--- src/rtl/snoopy_bus_pkg.sv ---
`default_nettype none
// ============================================================================
// Module      : snoopy_bus_pkg
// Description : Shared types and default widths for the snoopy bus arbiter.
// Revision    : 1.0 - initial release
// ============================================================================
package snoopy_bus_pkg;

    localparam int C_DEF_NREQ       = 2;
    localparam int C_DEF_ADDR_WIDTH = 32;
    localparam int C_DEF_WIDTH      = 128;

    typedef enum logic [1:0] {
        ARB_IDLE = 2'd0,
        ARB_MEM  = 2'd1,
        ARB_INV  = 2'd2,
        ARB_RESP = 2'd3
    } arb_stat_t;

    // Width of a client index; never zero even for a single client.
    function automatic int idx_width(input int n);
        return (n > 1) ? $clog2(n) : 1;
    endfunction

endpackage
`default_nettype wire

--- src/rtl/snoopy_bus_arbiter_rr.sv ---
`default_nettype none
// ============================================================================
// Module      : rr_arbiter
// Description : Round-robin requester selection. The pointer names the client
//               with top priority; it moves to one past the served client on
//               each advance strobe. Reset pointer 0 gives client 0 priority.
// Revision    : 1.0 - initial release
// ============================================================================
module rr_arbiter
    import snoopy_bus_pkg::*;
#(
    parameter int NREQ = C_DEF_NREQ,
    parameter int IW   = idx_width(NREQ)
) (
    input  logic            clk,
    input  logic            rst,
    input  logic [NREQ-1:0] i_req,
    input  logic            i_advance,
    input  logic [IW-1:0]   i_adv_idx,
    output logic [NREQ-1:0] o_grant,
    output logic [IW-1:0]   o_grant_idx,
    output logic            o_any
);

    logic [IW-1:0] ptr_q;
    logic [IW-1:0] ptr_d;
    logic [IW-1:0] cand_idx;
    logic          found;
    int            cand;

    // Next pointer: one past the client just served, wrapping at NREQ.
    always_comb begin
        ptr_d = ptr_q;
        if (i_advance) begin
            if (int'(i_adv_idx) >= NREQ - 1) begin
                ptr_d = '0;
            end else begin
                ptr_d = IW'(int'(i_adv_idx) + 1);
            end
        end
    end

    // Pick the first requester at or after the pointer.
    always_comb begin
        o_grant     = '0;
        o_grant_idx = '0;
        found       = 1'b0;
        cand        = 0;
        cand_idx    = '0;
        for (int k = 0; k < NREQ; k++) begin
            cand = int'(ptr_q) + k;
            if (cand >= NREQ) begin
                cand = cand - NREQ;
            end
            cand_idx = IW'(cand);
            if (!found && i_req[cand_idx]) begin
                found       = 1'b1;
                o_grant_idx = cand_idx;
            end
        end
        if (found) begin
            o_grant[o_grant_idx] = 1'b1;
        end
        o_any = found;
    end

    // Priority pointer register.
    always_ff @(posedge clk) begin
        if (rst) begin
            ptr_q <= '0;
        end else begin
            ptr_q <= ptr_d;
        end
    end

endmodule
`default_nettype wire

--- src/rtl/snoopy_bus_arbiter.sv ---
`default_nettype none
// ============================================================================
// Module      : snoopy_bus_arbiter
// Description : Shares one memory bus between NREQ cache clients. Requests
//               are served one at a time in round-robin order; each write is
//               followed by an invalidate broadcast, and the writer is only
//               acknowledged once every targeted cache has answered.
//               Build option SNOOP_SELF_INV_EN: the writer is invalidated too.
// Revision    : 1.0 - initial release
// ============================================================================
module snoopy_bus_arbiter
    import snoopy_bus_pkg::*;
#(
    parameter int NREQ       = C_DEF_NREQ,
    parameter int ADDR_WIDTH = C_DEF_ADDR_WIDTH,
    parameter int WIDTH      = C_DEF_WIDTH,
    parameter int MASKW      = WIDTH / 8
) (
    input  logic                   clk,
    input  logic                   rst,
    input  logic [NREQ-1:0]        req_rw_valid,
    output logic [NREQ-1:0]        req_rw_ready,
    input  logic [NREQ*ADDR_WIDTH-1:0] req_rw_addr,
    input  logic [NREQ-1:0]        req_rw_we,
    input  logic [NREQ*MASKW-1:0]  req_w_mask,
    input  logic [NREQ*WIDTH-1:0]  req_w_data,
    input  logic [NREQ-1:0]        req_w_ce,
    output logic [WIDTH-1:0]       req_r_data,
    output logic [NREQ-1:0]        req_inv_valid,
    output logic [ADDR_WIDTH-1:0]  req_inv_addr,
    input  logic [NREQ-1:0]        req_inv_ready,
    output logic                   mem_rw_valid,
    input  logic                   mem_rw_ready,
    output logic [ADDR_WIDTH-1:0]  mem_rw_addr,
    output logic                   mem_rw_we,
    output logic [MASKW-1:0]       mem_w_mask,
    output logic [WIDTH-1:0]       mem_w_data,
    output logic                   mem_w_ce,
    input  logic [WIDTH-1:0]       mem_r_data
);

    localparam int IW = idx_width(NREQ);

    arb_stat_t             state_q,     state_d;
    logic [IW-1:0]         grant_q,     grant_d;
    logic [NREQ-1:0]       grant_oh_q,  grant_oh_d;
    logic [ADDR_WIDTH-1:0] addr_q,      addr_d;
    logic                  we_q,        we_d;
    logic [MASKW-1:0]      mask_q,      mask_d;
    logic [WIDTH-1:0]      wdata_q,     wdata_d;
    logic                  ce_q,        ce_d;
    logic                  mem_valid_q, mem_valid_d;
    logic [WIDTH-1:0]      rdata_q,     rdata_d;
    logic [NREQ-1:0]       rdy_q,       rdy_d;
    logic [NREQ-1:0]       pending_q,   pending_d;

    logic [NREQ-1:0]       arb_grant;
    logic [IW-1:0]         arb_idx;
    logic                  arb_any;
    logic                  advance;
    logic [NREQ-1:0]       inv_target;

    rr_arbiter #(
        .NREQ (NREQ),
        .IW   (IW)
    ) u_rr_arbiter (
        .clk         (clk),
        .rst         (rst),
        .i_req       (req_rw_valid),
        .i_advance   (advance),
        .i_adv_idx   (grant_q),
        .o_grant     (arb_grant),
        .o_grant_idx (arb_idx),
        .o_any       (arb_any)
    );

`ifdef SNOOP_SELF_INV_EN
    // Writer keeps a stale copy unless it is invalidated as well.
    assign inv_target = {NREQ{1'b1}};
`else
    // Writer updates its own line; only the other caches need invalidating.
    assign inv_target = ~grant_oh_q;
`endif

    // Next-state and next-output computation for the transaction sequencer.
    always_comb begin
        state_d     = state_q;
        grant_d     = grant_q;
        grant_oh_d  = grant_oh_q;
        addr_d      = addr_q;
        we_d        = we_q;
        mask_d      = mask_q;
        wdata_d     = wdata_q;
        ce_d        = ce_q;
        mem_valid_d = mem_valid_q;
        rdata_d     = rdata_q;
        rdy_d       = '0;
        pending_d   = pending_q;
        advance     = 1'b0;
        unique case (state_q)
            ARB_IDLE: begin
                if (arb_any) begin
                    grant_d     = arb_idx;
                    grant_oh_d  = arb_grant;
                    addr_d      = req_rw_addr[int'(arb_idx)*ADDR_WIDTH +: ADDR_WIDTH];
                    we_d        = req_rw_we[arb_idx];
                    mask_d      = req_w_mask[int'(arb_idx)*MASKW +: MASKW];
                    wdata_d     = req_w_data[int'(arb_idx)*WIDTH +: WIDTH];
                    ce_d        = req_w_ce[arb_idx];
                    mem_valid_d = 1'b1;
                    state_d     = ARB_MEM;
                end
            end
            ARB_MEM: begin
                if (mem_rw_ready) begin
                    mem_valid_d = 1'b0;
                    if (!we_q) begin
                        rdata_d = mem_r_data;
                        rdy_d   = grant_oh_q;
                        state_d = ARB_RESP;
                    end else begin
                        rdata_d   = '0;
                        pending_d = inv_target;
                        if (inv_target != '0) begin
                            state_d = ARB_INV;
                        end else begin
                            rdy_d   = grant_oh_q;
                            state_d = ARB_RESP;
                        end
                    end
                end
            end
            ARB_INV: begin
                // Acks on clients that are not pending simply have no effect.
                pending_d = pending_q & ~req_inv_ready;
                if (pending_d == '0) begin
                    rdata_d = '0;
                    rdy_d   = grant_oh_q;
                    state_d = ARB_RESP;
                end
            end
            ARB_RESP: begin
                rdata_d = '0;
                advance = 1'b1;
                state_d = ARB_IDLE;
            end
            default: begin
                state_d = ARB_IDLE;
            end
        endcase
    end

    // State and registered outputs.
    always_ff @(posedge clk) begin
        if (rst) begin
            state_q     <= ARB_IDLE;
            grant_q     <= '0;
            grant_oh_q  <= '0;
            addr_q      <= '0;
            we_q        <= 1'b0;
            mask_q      <= '0;
            wdata_q     <= '0;
            ce_q        <= 1'b0;
            mem_valid_q <= 1'b0;
            rdata_q     <= '0;
            rdy_q       <= '0;
            pending_q   <= '0;
        end else begin
            state_q     <= state_d;
            grant_q     <= grant_d;
            grant_oh_q  <= grant_oh_d;
            addr_q      <= addr_d;
            we_q        <= we_d;
            mask_q      <= mask_d;
            wdata_q     <= wdata_d;
            ce_q        <= ce_d;
            mem_valid_q <= mem_valid_d;
            rdata_q     <= rdata_d;
            rdy_q       <= rdy_d;
            pending_q   <= pending_d;
        end
    end

    assign mem_rw_valid  = mem_valid_q;
    assign mem_rw_addr   = addr_q;
    assign mem_rw_we     = we_q;
    assign mem_w_mask    = mask_q;
    assign mem_w_data    = wdata_q;
    assign mem_w_ce      = ce_q;
    assign req_rw_ready  = rdy_q;
    assign req_r_data    = rdata_q;
    assign req_inv_valid = pending_q;
    assign req_inv_addr  = addr_q;

endmodule
`default_nettype wire

--- config.mk ---
export PLATFORM = sky130hd
export DESIGN_NAME = snoopy_bus_arbiter
export DESIGN_NICKNAME = d
export VERILOG_FILES = /design/src/rtl/snoopy_bus_pkg.sv /design/src/rtl/snoopy_bus_arbiter_rr.sv /design/src/rtl/snoopy_bus_arbiter.sv
export SDC_FILE = /design/constraint.sdc
export NUM_CORES = 1
export LEC_CHECK = 0
export ABC_AREA = 1
export BUFFER_PORTS_ARGS = -buffer_cell sky130_fd_sc_hd__buf_2
export CORE_AREA = 8 8 322 324
export DETAILED_ROUTE_END_ITERATION = 10
export DIE_AREA = 0 0 330 332
export GPL_TIMING_DRIVEN = 0
export PLACE_DENSITY = 0.34
export SYNTH_ARGS = -nofsm -noshare
export SYNTH_HDL_FRONTEND = slang
export SYNTH_SLANG_ARGS = --single-unit
--- constraint.sdc ---
create_clock -name clk -period 2.3 [get_ports clk]
set_clock_uncertainty 0.1 [all_clocks]
set_input_delay 0.23 -clock clk [delete_from_list [all_inputs] [get_ports clk]]
set_output_delay 0.23 -clock clk [all_outputs]
set_load 0.01 [all_outputs]
# Word-level counts from Yosys, hierarchy flattened
# Cells that the tools add are included.
[totals] register_bits=317 inputBits=491 output_inout_bits=343 elab_cells=90
[op_classes] add_sub_neg=4 shift=3 n_lt_le_gt_ge=7 mux=39 bitwise_logic=3 n_eq_ne=7 reduce_logical=14
[op_table] cell="two-way mux 128 bit" count=3
[op_table] cell="case mux 128 bit (3 select lines)" count=1
[op_table] cell="variable part select 256 x 9 -> 128 bit" count=1
[op_table] cell="variable part select 64 x 7 -> 32 bit" count=1
[op_table] cell="variable part select 32 x 6 -> 16 bit" count=1
[op_table] cell="two-way mux 1 bit" count=21
[op_table] cell="two-way mux 2 bit" count=9
[op_table] cell="AND reduction 3 bit" count=4
[op_table] cell="!= test 2 bit, second input constant" count=4
[op_table] cell="case mux 2 bit (2 select lines)" count=2
[op_table] cell="case mux 2 bit (4 select lines)" count=1
[op_table] cell="< comparator 1 x 2 -> 1 bit, second input constant" count=3
[op_table] cell="nonzero test 2 bit" count=3
[op_table] cell="equality test 2 bit, second input constant" count=2
[op_table] cell="zero test 2 bit" count=2
[op_table] cell="inverter 2 bit" count=2
[op_table] cell="nonzero test 3 bit" count=1
[op_table] cell="adder 1 x 1 -> 2 bit, second input constant" count=1
[op_table] cell="bitwise AND 2 bit" count=1
[op_table] cell="equality test 2 x 1 -> 1 bit, second input constant" count=1
[op_table] cell="greater-or-equal comparator 1 bit, second input constant" count=2
[op_table] cell="greater-or-equal comparator 1 x 2 -> 1 bit, second input constant" count=1
[op_table] cell="greater-or-equal comparator 2 bit, second input constant" count=1
[op_table] cell="logical AND 1 bit" count=2
[op_table] cell="other kinds (6)" count=7

# Logic depth before layout (Yosys ltp)
[logic_depth] depth_word=12 ltp_mapped=11 depth_no_buf=8

# Hierarchy
# A second synthesis with hierarchy kept.
[hier_totals] cells_unflattened=2121 hier_area_um2=14854.2
[modules_own_cells] mod="snoopy_bus_arbiter" n_inst=1 area_per_inst_um2=14787.9 cells_per_inst=2108 seq_area_each_um2=6326.1
[modules_own_cells] mod="rr_arbiter" n_inst=1 area_per_inst_um2=66.3 cells_per_inst=13 seq_area_each_um2=20.0

# Worst setup path before layout
# OpenSTA, ideal clock, no wires.
[synth_timing] kind="register to register" startpoint="register state_q[1]" endpoint="register rdata_q[40], in the netlist req_r_data[40]" setup_ns=0.113 stages_incl_launch_ff=9 n_path_buf=2 arrival_ns=1.484 slack_ns=0.603 path_cell_list="dfxtp_1 -> inv_1 -> ha_1 -> nand2_1 -> buf_2 -> clkbuf_1 -> nand4_1 -> nand2_1 -> nor2_1"
[synth_between] elab_chain_cells=3
[synth_lines] element="start, declared" line_no="snoopy_bus_arbiter.sv:44" text="arb_stat_t state_q, state_d;"
[synth_lines] element="start signal, assigned" line_no="snoopy_bus_arbiter.sv:169" text="state_q <= state_d;"
[synth_lines] element="equality test 2 bit or equality test 2 x 1 -> 1 bit (tied branches)" line_no="snoopy_bus_arbiter.sv:100" text="unique case (state_q)"
[synth_lines] element="!= test 2 bit (no line) or nonzero test 3 bit (tied branches)"
[synth_lines] element="AND reduction 3 bit (no line)"
[synth_lines] element="end signal, assigned" line_no="snoopy_bus_arbiter.sv:178" text="rdata_q <= rdata_d;"
[synth_lines] element="end, declared" line_no="snoopy_bus_arbiter.sv:53" text="logic [WIDTH-1:0] rdata_q, rdata_d;"
# Several ways; a longest one is shown, not always the timed one.
# A chain may end at the register's enable or synchronous reset.

# Worst setup path in the final report
[layout_timing] startpoint="register state_q[1]" endpoint="register rdata_q[10], in the netlist req_r_data[10]"
# Same word-level chain as after synthesis.

==> results.py <==
metrics = {
    "yosys": {
        "syn-num-nets": 2989,
        "syn_area_sq_mm": 0.0155,
        "synth-main-ff-cell": "dfxtp_1",
        "synth.most_common_cell": "nor2_1",
        "synth_area_leaders": "dfxtp_1 41%, nor2_1 19%, nand2_1 16%, nand4_1 5.2%, inv_1 4.6%",
        "ys_types": 22,
        "synth_cells": 2493,
        "ys_warn_count": 0,
        "synth_top_area_share_pct": 40.7,
        "async_flop_share_pct": 0,
        "synthTopCellsByCount": "797 x nor2_1, 680 x nand2_1, 316 x dfxtp_1, 191 x inv_1, 140 x nand3_1",
        "yosysSeqAreaShare_pct": 40.7,
        "synth_edf_count": 0,
        "ys_ff_latch": 316,
        "avgSynthCellArea_sq_um": 6.23,
        "synth_top_area_cell": "dfxtp_1",
    },
    "critical_path": {
        "required_ns": 2.68,
        "end_kind": "register",
        "critical_path_class": "reg2reg",
        "crit_path_max_fanout": 10,
        "rrSetupSlack_ns": 0.13,
        "arrival_ns": 2.55,
        "worstSetupStartpointType": "register",
    },
    "timing": {
        "worst_hold_slack_ns": 0.0739,
        "worst_pin_slew_ns": 0.740,
        "finalSetupTns_ns": 0,
        "slew_headroom_pct": 50.7,
        "finalCritPeriodShare_pct": 94.2,
        "hold_violations": 0,
        "setup-violations-final": 0,
        "setup_ws_ns": 0.133,
        "maxSlewViolCount": 0,
        "fmax_mhz": 461,
        "min_period_ns": 2.17,
    },
    "floorplanning": {
        "die-area_sq_mm": 0.110,
        "design.core.area_sq_mm": 0.0990,
        "row_count": 116,
        "die_h_um": 332,
        "die_x_um": 330,
        "start_util_pct": 15.7,
        "io_pins": 834,
    },
    "finish": {
        "layout.cells.non_filler": 5200,
        "syn2layout_area_growth_pct": 78.7,
        "drive_above_1_share_pct": 27.4,
        "postLayoutCellArea_sq_mm": 0.0278,
        "fillCellCount": 11200,
        "post-route-util_pct": 28.0,
        "finalNetCount": 4355,
    },
    "routing": {
        "dr.pass1.iters": 5,
        "routed_wl_um": 97300,
        "vias": 20100,
        "post-route-drc-count": 0,
        "wl_per_cell_um": 18.7,
        "viasPerCell": 3.87,
        "drt_iter0_drc": 879,
        "ant_nets": 0,
    },
    "clocking": {
        "clk_latency_ns": 0.61,
        "clock_sinks": 316,
        "cts.path.max_buffers": 3,
        "root_buffer": "clkbuf_16",
        "cts-htree-levels": 2,
        "cts_tree": "built",
        "clk_pin_slew_ns": 0.05,
        "numCtsBuffers": 44,
    },
    "pwr": {
        "power_mw": 29.4,
        "leakage_nw": 14.9,
        "vdd_drop_max_mv": 0.537,
        "p_per_area_mw_per_mm2": 1060,
    },
    "run_status": {
        "outcome": "complete, no violations",
    },
    "global_route": {
        "grt_pass1_wl_um": 140000,
        "grt.overflow.total": 0,
        "grt_pass1_vias": 21200,
        "gr-usage-all-layers_pct": 16.9,
        "grt_max_degree": 12,
        "antenna_found_initial": 17,
    },
    "placement": {
        "gp_congestion": 0.837,
        "place_hpwl_um": 77200,
        "io_buffers": 832,
        "post-place-ws_ns": -0.360,
        "placed_cell_area_sq_mm": 0.0213,
        "dp.cells": 4623,
    },
    "min_path": {
        "hold_class": "in2reg",
    },
    "run": {
        "drv_cap": 0,
    },
}
kinds of logic after synthesis:
group	after synthesis	share of synthesized area (%)
AOI/OAI and AO/OA	16	0.531
adders and majority gates	5	0.403
buffers and inverters	403	12.5
DFF	316	40.7
and+or+nand+nor	1753	45.8
registers in the layout (all words and copies together), names as in the netlist:
name,flops
grant_oh_q,1
grant_q,1
mem_rw_addr,32
mem_rw_valid,1
mem_rw_we,1
mem_w_ce,1
mem_w_data,128
mem_w_mask,16
req_inv_valid,2
req_r_data,128
req_rw_ready,2
state_q,2
u_rr_arbiter.ptr_q,1
routing by layer:
layer / wire [um] / track usage, % / vias up
li1: - / - / 10300
met2: 46700 / 29.1 / 574
met3: 5000 / 3.63 / 134
met1: 42200 / 20.8 / 9088
met5: 0 / 0 / -
met4: 3350 / 5.86 / 0
final timing paths:
check                              startpoint                           to  cells after the start
setup / recovery      state_q[1]$_SDFFE_PP0P_  req_r_data[10]$_SDFFE_PP0P_                      7
hold / removal                req_rw_valid[0]      state_q[1]$_SDFFE_PP0P_                      6
setup reg to reg      state_q[1]$_SDFFE_PP0P_  req_r_data[10]$_SDFFE_PP0P_                      7
hold reg to reg   req_r_data[42]$_SDFFE_PP0P_  req_r_data[42]$_SDFFE_PP0P_                      2
repair_timing:
action / CTS / global route
resized for setup: 10 / 41
setup endpoints to repair: 232 / 158
buffers inserted: 0 / 1
pin swaps: 0 / 1
hold buffers: 487 / 0
hold endpoints to repair: 309 / 0
cell type report:
| type | instances | area (sq um) | area share (%) |
|---|---|---|---|
| clock buffers | 70 | 1330 | 4.79 |
| repair buffers | 1320 | 9060 | 32.6 |
| clock inverters | 10 | 110 | 0.397 |
| multi-input cells | 1774 | 7280 | 26.2 |
| well taps | 1298 | 1620 | 5.85 |
| flip-flops and latches | 316 | 6330 | 22.8 |
| plain buffers | 208 | 1280 | 4.61 |
| diodes | 9 | 22.5 | 0.0811 |
| inverters | 195 | 732 | 2.64 |
worst max-delay path, cell delays in order (launching register included):
cell     delay [ns]
dfxtp_1        0.41
inv_1          0.11
ha_1           0.27
nand2_2        0.23
buf_1          0.50
nand4_1        0.25
nand2_1        0.13
nor2_1         0.04
layout by cell type, fill, tap and decap left out, types with 2 or more instances in the layout:
cell and count:
nand2_2 3, a21oi_1 6, dfxtp_1 315, nand3_1 140
inv_2 3, inv_6 2, bufinv_16 2, o21ai_0 9
diode_2 9, nand2_1 679, nor2_2 3, nor2_1 795
clkbuf_4 14, clkbuf_8 11, clkinv_2 5, clkbuf_16 45
clkbuf_2 14, nand4_1 130, buf_2 894, ha_1 5
clkbuf_1 61, buf_1 6, buf_6 27, inv_1 191
buf_4 37, dlygate4sd3_1 487
where the power goes:
part	internal (mW)	switching, mW	total [mW]
Clock	4.18	2.86	7.04
Combinational	5.39	8.86	14.3
Sequential	7.11	1.01	8.12
No activity file was read; power rests on OpenSTA's default activity.
